**src/rtl/usb_rx_pkg.sv**
```systemverilog
// Shared definitions for the USB full-speed receive datapath:
// bit-timer state encoding and default timing constants.
package usb_rx_pkg;

    typedef enum logic [1:0] {
        IDLE = 2'd0,
        SYNC = 2'd1,
        RUN  = 2'd2
    } rx_timer_state_t;

    localparam int CLKS_PER_BIT_DEF  = 8;
    localparam int SAMPLE_PHASE_DEF  = 3;
    localparam int BITS_PER_BYTE_DEF = 8;

endpackage

```
**src/rtl/rx_phase_counter.sv**
```systemverilog
// Wrapping phase counter (0..MODULUS-1) with synchronous clear,
// count enable and a load-zero input used to resynchronise on line edges.
module rx_phase_counter #(
    parameter int MODULUS = 8,
    parameter int W       = 3
) (
    input  logic         clk,
    input  logic         rst,
    input  logic         clr_i,
    input  logic         en_i,
    input  logic         load_zero_i,
    output logic [W-1:0] count_o
);

    localparam logic [W-1:0] LAST = W'(MODULUS - 1);

    logic [W-1:0] count_q;
    logic [W-1:0] count_d;

    // Clear and resync both force zero; otherwise advance and wrap at LAST.
    always_comb begin
        count_d = count_q;
        if (clr_i || load_zero_i) begin
            count_d = '0;
        end else if (en_i) begin
            count_d = (count_q == LAST) ? '0 : count_q + W'(1);
        end
    end

    // Phase register with synchronous reset.
    always_ff @(posedge clk) begin
        if (rst) begin
            count_q <= '0;
        end else begin
            count_q <= count_d;
        end
    end

    assign count_o = count_q;

endmodule

```
**src/rtl/usb_rx_bit_timer.sv**
```systemverilog
// Receive bit scheduler: recovers bit timing from NRZI edges, strobes
// shift_enable once per bit, drops stuffed bits and counts bytes.
// Optional stuffing-violation check enabled by USB_RX_STUFF_CHECK_EN.
// dbg_state exposes the FSM state for observation.
module usb_rx_bit_timer
    import usb_rx_pkg::*;
#(
    parameter int CLKS_PER_BIT  = CLKS_PER_BIT_DEF,
    parameter int SAMPLE_PHASE  = SAMPLE_PHASE_DEF,
    parameter int BITS_PER_BYTE = BITS_PER_BYTE_DEF
) (
    input  logic                               clk,
    input  logic                               rst,
    input  logic                               enable,
    input  logic                               d_edge,
    input  logic                               shift_stop,
    output logic                               shift_enable,
    output logic                               byte_received,
    output logic [$clog2(BITS_PER_BYTE+1)-1:0] bit_count,
    output logic                               stuff_err,
    output logic [1:0]                         dbg_state
);

    localparam int PW = $clog2(CLKS_PER_BIT);
    localparam int CW = $clog2(BITS_PER_BYTE + 1);
    localparam logic [PW-1:0] SAMPLE_C   = PW'(SAMPLE_PHASE);
    localparam logic [CW-1:0] LAST_BIT_C = CW'(BITS_PER_BYTE - 1);

    rx_timer_state_t state_q;
    rx_timer_state_t state_d;
    logic [PW-1:0]   phase;
    logic [CW-1:0]   bit_count_q;
    logic [CW-1:0]   bit_count_d;
    logic            byte_q;
    logic            byte_d;

    // Next-state logic; dropping enable always returns to IDLE.
    always_comb begin
        state_d = state_q;
        unique case (state_q)
            IDLE:    if (enable) state_d = SYNC;
            SYNC:    if (d_edge) state_d = RUN;
            RUN:     state_d = RUN;
            default: state_d = IDLE;
        endcase
        if (!enable) begin
            state_d = IDLE;
        end
    end

    // State register.
    always_ff @(posedge clk) begin
        if (rst) begin
            state_q <= IDLE;
        end else begin
            state_q <= state_d;
        end
    end

    // Phase is held at zero outside RUN, so RUN always starts at phase 0
    // the cycle after the synchronising edge.
    rx_phase_counter #(
        .MODULUS (CLKS_PER_BIT),
        .W       (PW)
    ) u_phase (
        .clk         (clk),
        .rst         (rst),
        .clr_i       (!enable || (state_q != RUN)),
        .en_i        (state_q == RUN),
        .load_zero_i (d_edge),
        .count_o     (phase)
    );

    // An edge in the sample cycle wins over the strobe.
    assign shift_enable = (state_q == RUN) && (phase == SAMPLE_C) && !d_edge;

    // Count non-stuffed bits; a byte completes when the count wraps.
    always_comb begin
        bit_count_d = bit_count_q;
        byte_d      = 1'b0;
        if (!enable) begin
            bit_count_d = '0;
        end else if (shift_enable && !shift_stop) begin
            if (bit_count_q == LAST_BIT_C) begin
                bit_count_d = '0;
                byte_d      = 1'b1;
            end else begin
                bit_count_d = bit_count_q + CW'(1);
            end
        end
    end

    // Bit counter and byte pulse registers.
    always_ff @(posedge clk) begin
        if (rst) begin
            bit_count_q <= '0;
            byte_q      <= 1'b0;
        end else begin
            bit_count_q <= bit_count_d;
            byte_q      <= byte_d;
        end
    end

`ifdef USB_RX_STUFF_CHECK_EN
    logic edge_seen_q;
    logic edge_seen_d;
    logic stuff_err_q;
    logic stuff_err_d;

    // A stuffed bit is a 0 (a transition); no edge since the last strobe
    // means the unstuffer dropped a 1, which is a violation.
    always_comb begin
        edge_seen_d = edge_seen_q;
        stuff_err_d = stuff_err_q;
        if (!enable) begin
            edge_seen_d = 1'b0;
            stuff_err_d = 1'b0;
        end else begin
            if (shift_enable && shift_stop && !edge_seen_q) begin
                stuff_err_d = 1'b1;
            end
            if (shift_enable) begin
                edge_seen_d = 1'b0;
            end else if (d_edge) begin
                edge_seen_d = 1'b1;
            end
        end
    end

    // Edge tracker and sticky error registers.
    always_ff @(posedge clk) begin
        if (rst) begin
            edge_seen_q <= 1'b0;
            stuff_err_q <= 1'b0;
        end else begin
            edge_seen_q <= edge_seen_d;
            stuff_err_q <= stuff_err_d;
        end
    end

    assign stuff_err = stuff_err_q;
`else
    assign stuff_err = 1'b0;
`endif

    assign byte_received = byte_q;
    assign bit_count     = bit_count_q;
    assign dbg_state     = state_q;

endmodule

```
**config.mk**
```make
export PLATFORM = sky130hd
export DESIGN_NAME = usb_rx_bit_timer
export DESIGN_NICKNAME = d
export VERILOG_FILES = /design/src/rtl/usb_rx_pkg.sv /design/src/rtl/rx_phase_counter.sv /design/src/rtl/usb_rx_bit_timer.sv
export SDC_FILE = /design/constraint.sdc
export NUM_CORES = 1
export LEC_CHECK = 0
export CORE_MARGIN = 3
export CORE_UTILIZATION = 35
export DETAILED_ROUTE_END_ITERATION = 10
export GPL_TIMING_DRIVEN = 0
export PLACE_DENSITY = 0.66
export REMOVE_ABC_BUFFERS = 1
export SYNTH_ARGS = -nofsm -noshare
export SYNTH_HDL_FRONTEND = slang
export SYNTH_HIERARCHICAL = 1
export SYNTH_SLANG_ARGS = --single-unit
```
**constraint.sdc**
```tcl
create_clock -name clk -period 3.9 [get_ports clk]
set_input_delay 0.39 -clock clk [delete_from_list [all_inputs] [get_ports clk]]
set_output_delay 0.39 -clock clk [all_outputs]
set_load 0.1 [all_outputs]
```
# [Yosys cells after proc, flatten, opt, wreduce, memory -nomap -nowiden]
# Index checks and enable logic that the tools add are counted.
[classes] add_sub_neg=2 eq_ne=7 mux=5 n_bitwise=2 reduce_logical=12
[ops] cell="$pmux 2 s3" count=1
[ops] cell="$add 4x1->4 const B" count=1
[ops] cell="$eq 4x3->1 const B" count=1
[ops] cell="$mux 4" count=1
[ops] cell="$ne 2x2->1 const B" count=2
[ops] cell="$reduce_or 2->1" count=2
[ops] cell="$add 3x1->3 const B" count=1
[ops] cell="$eq 3x2->1 const B" count=1
[ops] cell="$eq 3x3->1 const B" count=1
[ops] cell="$logic_and 1x1->1" count=3
[ops] cell="$logic_not 1->1" count=3
[ops] cell="$mux 3" count=1
[ops] cell="$reduce_or 3->1" count=1
[ops] cell="$eq 2x1->1 const B" count=1
[ops] cell="$eq 2x2->1 const B" count=1
[ops] cell="$logic_not 2->1" count=1
[ops] cell="$logic_or 1x1->1" count=2
[ops] cell="$mux 2" count=1
[ops] cell="$not 1->1" count=2
[ops] cell="$mux 1" count=1
[totals] ff_bits=10 input_bits=5 output_inout_bits=9 word_cells=32

# [Depth between registers and ports, before layout]
# Gate-level depths: netlist (run 1).
[depth] word_depth=6 depth_mapped=5 ltp_nobuf=5

# [Modules after synthesis]
# Netlist (run 1), hierarchy kept.
[modules_own_cells] mod="usb_rx_bit_timer" n_inst=1 cells_per_inst=45 area_per_inst_um2=394.1 seq_area_each_um2=140.1
[modules_own_cells] mod="rx_phase_counter" n_inst=1 cells_per_inst=14 area_per_inst_um2=147.6 seq_area_each_um2=60.1

# [Worst setup path after synthesis (run 1)]
# Ideal clock, no wire load.
[synth_path] path_kind="register to output" startpoint="register state_q[1] (netlist: dbg_state[1])" endpoint="output port shift_enable" t_arrival_ps=2919 required_ps=3510 path_slack_ps=591 stages_incl_launch_ff=4 path_buffers=0 path_cell_list="dfxtp_1 > ha_1 > nand4b_1 > nor2_1"
[synth_between] elab_chain_cells=3
[synth_rtl] element="start: declaration" line_no="usb_rx_bit_timer.sv:29" source="rx_timer_state_t state_q;"
[synth_rtl] element="start signal: assignment" line_no="usb_rx_bit_timer.sv:56" source="state_q <= state_d;"
[synth_rtl] element="$eq 2x2->1" line_no="usb_rx_bit_timer.sv:75" source="assign shift_enable = (state_q == RUN) && (phase == SAMPLE_C) && !d_edge;"
[synth_rtl] element="$logic_and 1x1->1 (2 in series)" line_no="usb_rx_bit_timer.sv:75"
[synth_rtl] element="end: declaration" line_no="usb_rx_bit_timer.sv:17" source="output logic shift_enable,"
# No other way between the ends.

# [Worst setup path after layout (run 1)]
[layout_path] startpoint="register state_q[0] (netlist: dbg_state[0])" endpoint="output port shift_enable"
# The elaborated chain is that of the path after synthesis.

==> qor.yml, run 1 <==
synth.avg_cell_area_um2: 9.183
fin_crit_ns: 3.009
post_cts_buffers: 0
dp_hpwl_um: 777.4
syn2layout_area_growth_pct: 30.02
hold_end: "bit_count[3]"
powerDensity_nw_per_um2: 321.6
fin_crit_sh_pct: 77.16
wirelength_mm: 1.006
setup_slack_ns: 0.8908
rr_startpoint: "dbg_state[0]"
worstPathRequired_ns: 3.51
synthFlopType: "dfxtp_1"
core_area_um2: 1383
min_path_type: "register to register"
arrival_ns: 2.62
fillers: 126
timing.rr.end: "bit_count[3]"
vdd_drop_max_v: 0.0002324
antenna_found_initial: 0
worstHoldPathCells: 2
row_count: 13
clk_latency_ns: 0.27
power.total_w: 0.0002265
drt_iter0_markers: 5
cts_resized: 0
grt_pass1_vias: 419
antennaDiodeCount: 0
grt_pass1_wl_mm: 1.759
tns_ns: 0
synth.area.top_cells: "dfxtp_1 37%, ha_1 14%, a21oi_1 5.5%"
ys_ff_latch: 10
ys_async_sr_fraction_pct: 0
grt_start_max_net_pins: 9
dieArea_um2: 2056
ios: 14
cap_viol_max_count: 0
port-buffer-count: 12
syn-cell-area_um2: 541.8
seq_area_um2: 200.2
h-tree-depth: 1
cts_hold_buffers: 0
place.gp.congestion: 0.7323
yosysTopAreaCellShare_pct: 36.95
path_class: "register to output pin"
synth-edff-count: 0
cts_tree: "yes"
nNetsFinal: 85
vias: 454
wl_per_cell_um: 11.43
pre_cts_slack_ns: 1.152
drcViolationCount: 0
cts_buffer_depth: 2
fmax_mhz: 332.3
dieHeight_um: 45.35
slew_violations: 0
initial_core_util_pct: 39.19
holdWs_ns: 0.5140
antenna_left: 0
first_pass_iters: 4
ff2ff_path_depth: 5
p_leak_nw: 0.2604
cts-root-buf: "clkbuf_4"
hold_violations: 0
yosysUniqueCellTypes: 24
grt-ovfl-total: 0
seq_area_frac_synth_pct: 36.95
outcome: "completed"
synth_top_cell_by_area: "dfxtp_1"
crit_path_start_kind: "register"
syn_inst: 59
path_max_fanout: 8
rrSetupSlack_ns: 2.09
layout-drive-gt1-share_pct: 6.849
die_x_um: 45.35
worst_slew_pin_slew_ns: 0.9685
endpoint_kind: "output pin"
holdCritStartpoint: "bit_count[3]"
setup_viol: 0
cts-buffers-inserted: 3
grt_usage_pct: 12.49
place_area_um2: 668.1
vias_per_cell: 5.159
rsz0062_at_grt: "false"
multi_input_area_um2: 317.8
ys_warn_count: 6
fin_skew_ns: 0.003345
design_area_um2: 704.4
cts_num_sinks: 10
clkTransAtPathRegs_ns: 0.07
relSlewSlack_pct: 35.23
flip-flops by register name, indices dropped and copies added, names as in the netlist:
| name | cells |
|---|---|
| byte_received | 1 |
| dbg_state | 2 |
| u_phase/count_o | 3 |
| bit_count | 4 |
worst max path at each step:
stage | start | endpoint | cells after the start
2_1_floorplan | dbg_state[1] | shift_enable | 3
3_3_place_gp | dbg_state[0] | shift_enable | 5
3_5_place_dp | dbg_state[0] | shift_enable | 5
4_1_cts | dbg_state[0] | shift_enable | 5
5_1_grt | dbg_state[0] | shift_enable | 5
6_report | dbg_state[0] | shift_enable | 5
cell families (layout without fill, tap and decap cells):
group	Yosys count	count (layout)	synth area share [%]
buffers and inverters	5	19	4.387
AND/OR/NAND/NOR	23	23	26.79
flip-flops	10	10	36.95
AO/OA/AOI/OAI	11	11	11.78
adder cells (fa/ha/maj)	6	6	13.86
other	1	1	0.6922
multiplexers	3	3	5.543
power by group:
part | internal, W | leakage, nW | switching (W)
combinational | 0.00000930 | 0.159 | 0.0000195
sequential | 0.000103 | 0.0808 | 0.00000117
clock | 0.0000568 | 0.0210 | 0.0000366
cell type report:
type	count	area share, %
inverters	3	1.599
multi-input cells	44	45.12
flip-flops and latches	10	28.42
repair buffers	12	17.05
clock buffers	4	5.151
well taps	15	2.664
metal layers:
layer	GRT usage, %	wire length, um	vias up
met5	0	0	-
met4	8.772	30	0
met3	4.781	57	4
met2	17.80	449	12
met1	15.22	469	198
li1	-	-	240
through the flow:
step                      instances  utilization, %
after global routing             88           50.95
after detailed placement         84           48.33
after CTS                        88           50.95
after floorplan                  57               -
after global placement           84           48.33
final                            88           50.95
layout by cell type (no fill, tap or decap), types with 2 or more instances in the layout:
cell / instances
clkdlybuf4s50_1: 12
dfxtp_1: 10
a21oi_1: 6
ha_1: 6
nor2_1: 5
nand2b_1: 4
inv_1: 3
mux2i_1: 3
clkbuf_4: 3
nand4b_1: 2
nand3_1: 2
o31ai_1: 2
nand3b_1: 2
o21ai_0: 2
critical path: stages (launching register included):
cell,delay (ns)
dfxtp_1,0.34
inv_1,0.09
ha_1,0.28
nand4b_1,0.32
nor2_1,0.18
clkdlybuf4s50_1,1.15
Yosys cell counts (all sizes together), types with 2 or more instances:
cell type	n
a21oi	7
buf	2
dfxtp	10
ha	6
inv	3
mux2i	3
nand2b	4
nand3	2
nand3b	2
nand4b	2
nor2	5
o21ai	2
o31ai	2
(Power assumes the default switching activity.)
==> run 2, diff against run 1 <==
Clock period 3.9 ns to 2.9 ns, I/O delays scaled along.
==> qor.yml, run 2 (synthesis results as in run 1) <==
met1_length_um: 472
timing.rr.end: "bit_count[3]"
rrSetupSlack_ns: 1.09
h-tree-depth: 1
worstHoldPathCells: 2
rsz0062_at_grt: "false"
post_cts_buffers: 0
finalCoreUtilization_pct: 50.86
crit_buf_inv: 2
max_stage_delay_ns: 0.87
wirelength_mm: 1.008
place.gp.congestion: 0.7323
outcome: "completed"
clkTransAtPathRegs_ns: 0.07
critical-path-top-delay-family: "buffers and inverters"
final_common_cell: "clkdlybuf4s50_1"
fmax_mhz: 380.5
dr_wl_met3_um: 59
cts-buffers-inserted: 3
holdWs_ns: 0.5140
wl_met2_um: 446
port-buffer-count: 12
ff2ff_path_depth: 5
cts_buffer_depth: 2
grt_pass1_wl_mm: 1.759
min_path_type: "register to register"
relSlewSlack_pct: 35.23
vias_per_cell: 5.136
die_x_um: 45.35
powerDensity_nw_per_um2: 433.2
power.total_w: 0.0003046
cap_viol_max_count: 0
holdCritStartpoint: "bit_count[3]"
worst_slew_pin_slew_ns: 0.9685
antenna_left: 0
arrival_ns: 2.34
grt_start_max_net_pins: 9
antenna_found_initial: 0
grt_usage_pct: 12.49
ios: 14
hold_violations: 0
path_max_fanout: 8
final_cell_mix: "11 x clkdlybuf4s50_1, 10 x dfxtp_1, 6 x a21oi_1, 6 x ha_1, 5 x nor2_1"
endpoint_kind: "output pin"
worstPathRequired_ns: 2.61
fin_crit_ns: 2.628
seq_area_um2: 200.2
layout-drive-gt1-share_pct: 6.849
slew_violations: 0
antennaDiodeCount: 0
p_leak_nw: 0.2652
syn2layout_area_growth_pct: 29.79
wl_per_cell_um: 11.45
fin_crit_sh_pct: 90.63
dieHeight_um: 45.35
fillers: 127
routed.top_layer: "met4"
dp_hpwl_um: 777.4
nNetsFinal: 85
cts_num_sinks: 10
crit_path_start_kind: "register"
row_count: 13
grt-ovfl-total: 0
clk_latency_ns: 0.27
multi_input_area_um2: 317.8
rr_startpoint: "dbg_state[0]"
hold_end: "bit_count[3]"
cts-root-buf: "clkbuf_4"
path_class: "register to output pin"
path_cells: "inv_1, ha_1, nand4b_1, nor2_1, dlygate4sd2_1"
vdd_drop_max_v: 0.0003124
largest_reg_flops: 4
drcViolationCount: 0
fin_skew_ns: 0.003358
first_pass_iters: 4
initial_core_util_pct: 39.19
drt_iter0_markers: 5
setup_viol: 0
vias: 452
grt_pass1_vias: 419
cts_tree: "yes"
cp_slowest_cell: "dlygate4sd2_1"
core_area_um2: 1383
dieArea_um2: 2056
## run 2: cell type report
type                    count  share of cell area (%)
flip-flops and latches     10                   28.47
inverters                   3                   1.601
repair buffers             12                   16.90
clock buffers               4                   5.160
well taps                  15                   2.669
multi-input cells          44                   45.20
## run 2: per-stage QoR
| stage | cell area [um2] | cells | setup slack (ns) | TNS [ns] |
|---|---|---|---|---|
| after floorplan | 529.3 | 57 | -0.3092 | -0.3092 |
| after global routing | 703.2 | 88 | 0.06893 | 0 |
| after global placement | 668.1 | 84 | 0.2987 | 0 |
| after detailed placement | 668.1 | 84 | 0.2520 | 0 |
| final | 703.2 | 88 | 0.2717 | 0 |
| after CTS | 703.2 | 88 | 0.2497 | 0 |
## run 2: power by group
| part | total [W] | internal, W | switching, W |
|---|---|---|---|
| Combinational | 0.0000387 | 0.0000125 | 0.0000262 |
| Sequential | 0.000140 | 0.000139 | 0.00000157 |
| Clock | 0.000126 | 0.0000763 | 0.0000492 |
| Total | 0.000305 | 0.000228 | 0.0000770 |
## run 2: layer usage
| layer | up-vias | global-route usage [%] |
|---|---|---|
| met5 | - | 0 |
| met4 | 0 | 8.772 |
| met3 | 4 | 4.781 |
| met2 | 12 | 17.80 |
| met1 | 196 | 15.22 |
| li1 | 240 | - |
## run 2: repair_timing
| action | in CTS | in global routing |
|---|---|---|
| hold buffers | 0 | 0 |
| setup endpoints to repair | 1 | 0 |
| resized for setup | 1 | 0 |
## run 2: worst max path at each step
stage	cells after the start	start	endpoint	slack (ns)
floorplan	3	dbg_state[1]	shift_enable	-0.31
global route	5	dbg_state[0]	shift_enable	0.07
finish	5	dbg_state[0]	shift_enable	0.27
detailed placement	5	dbg_state[0]	shift_enable	0.25
CTS	5	dbg_state[0]	shift_enable	0.25
global placement	5	dbg_state[0]	shift_enable	0.30
## run 2: tightest hold or removal path, delay by kind of cell (launching register included)
kind               cells  cell delay, ns
AOI/OAI and AO/OA      2            0.13
DFF                    1            0.34
==> run 3, diff against run 2 <==
Settings changed: GPL_TIMING_DRIVEN 0 to default.
==> qor.yml, run 3 (synthesis results as in run 1) <==
grt_most_used_layer: "met2"
cts_hold_buffers: 0
fin_crit_sh_pct: 70.18
use_met3_pct: 3.586
fmax_mhz: 491.4
cts-root-buf: "clkbuf_4"
antennaDiodeCount: 0
grt_pass1_wl_mm: 1.738
min_path_type: "register to register"
cts_num_sinks: 10
p_comb_share_pct: 12.6
ios: 14
holdCritStartpoint: "bit_count[3]"
slew_violations: 0
clkTransAtPathRegs_ns: 0.07
dieHeight_um: 45.35
worstPathRequired_ns: 2.61
grt_usage_pct: 12.39
port-buffer-count: 12
path_max_fanout: 8
hold_end: "bit_count[3]"
gr-usage-met2_pct: 18.36
fin_crit_ns: 2.035
dp_hpwl_um: 790.1
crit_path_start_kind: "register"
first_pass_iters: 4
largest_reg_flops: 4
design_area_um2: 684.4
timing.rr.end: "bit_count[3]"
drt_iter0_markers: 12
cts_resized: 0
final_common_cell: "dfxtp_1"
cts_buffer_depth: 2
syn2layout_area_growth_pct: 26.33
final_cell_mix: "10 x dfxtp_1, 8 x buf_4, 6 x a21oi_1, 6 x ha_1, 5 x nor2_1"
p_int_w: 0.0002270
arrival_ns: 1.75
initial_core_util_pct: 39.19
ff2ff_path_depth: 5
vias: 472
cts-buffers-inserted: 3
wirelength_mm: 1.027
wl_per_cell_um: 11.67
p_sw_share_pct: 25.79
cts_tree: "yes"
p_sw_w: 0.00007891
rr_startpoint: "dbg_state[0]"
place_area_um2: 648.1
drcViolationCount: 0
rsz0062_at_grt: "false"
endpoint_kind: "output pin"
grt_start_max_net_pins: 9
antenna_left: 0
die_x_um: 45.35
powerDensity_nw_per_um2: 447.0
worstHoldPathCells: 2
seqPwrFrac_pct: 45.9
p_leak_nw: 0.2764
finalCoreUtilization_pct: 49.50
antenna_found_initial: 0
row_count: 13
dp_cells: 84
p_clk_share_pct: 41.5
nNetsFinal: 85
setup_viol: 0
fin_skew_ns: 0.0005260
grt_pass1_vias: 420
layout-drive-gt1-share_pct: 17.81
rrSetupSlack_ns: 1.12
grt.met1_usage_pct: 14.42
outcome: "completed"
grt-ovfl-total: 0
fin_cells: 88
dieArea_um2: 2056
cap_viol_max_count: 0
place.gp.congestion: 0.7918
core_area_um2: 1383
h-tree-depth: 1
hold_violations: 0
vias_per_cell: 5.364
clk_latency_ns: 0.26
post_cts_buffers: 0
vdd_drop_max_v: 0.0003400
path_class: "register to output pin"
==> run 3: cell count changes in the layout (fill, tap and decap cells not counted), sizes merged <==
cell           delta
dlygate4sd2       -1
buf               +8
clkdlybuf4s50     -7
==> run 3: metrics by stage <==
| stage | TNS, ns | worst slack (ns) | hold WS (ns) | power (W) |
|---|---|---|---|---|
| CTS | 0 | 0.8322 | 0.5157 | 0.0003107 |
| floorplan | -0.3092 | -0.3092 | 0.4716 | 0.0001709 |
| global route | 0 | 0.6902 | 0.5422 | 0.0003206 |
| finish | 0 | 0.8648 | 0.5169 | 0.0003059 |
| global placement | 0 | 1.125 | 0.4890 | 0.0001819 |
| detailed placement | 0 | 1.094 | 0.5045 | 0.0001821 |
==> run 3: layout make-up <==
class                           instances  area, um2
Inverter                                3      11.26
Clock buffer                            4      36.28
Sequential cell                        10      200.2
Timing Repair Buffer                   12      100.1
Tap cell                               15      18.77
Multi-Input combinational cell         44      317.8
Fill cell                             131      698.2
==> run 3: power by group through the flow <==
stage,clock (W),sequential (W),combinational [W]
2_1_floorplan,0,0.000154,0.0000167
3_3_place_gp,0,0.000143,0.0000384
3_5_place_dp,0,0.000143,0.0000386
4_1_cts,0.000132,0.000140,0.0000389
5_1_grt,0.000139,0.000141,0.0000414
6_report,0.000127,0.000140,0.0000386
==> run 3: worst max-delay path by stage <==
stage               slack (ns)          from  depth (start not counted)           end
floorplan                -0.31  dbg_state[1]                          3  shift_enable
global placement          1.12  dbg_state[0]                          5  bit_count[3]
detailed placement        1.09        d_edge                          4  bit_count[3]
CTS                       0.83  dbg_state[0]                          5  shift_enable
global route              0.69  dbg_state[0]                          5  shift_enable
finish                    0.86  dbg_state[0]                          5  shift_enable
==> run 3: routing by layer <==
metal	wire length (um)	up-vias
li1	-	240
met1	472	218
met2	475	10
met3	48	4
met4	30	0
met5	0	-
==> run 3: worst max-delay path: stages, from the launching register on <==
cell      delay (ns)
dfxtp_1         0.34
inv_1           0.08
ha_1            0.29
nand4b_1        0.29
nor2_1          0.17
buf_4           0.31
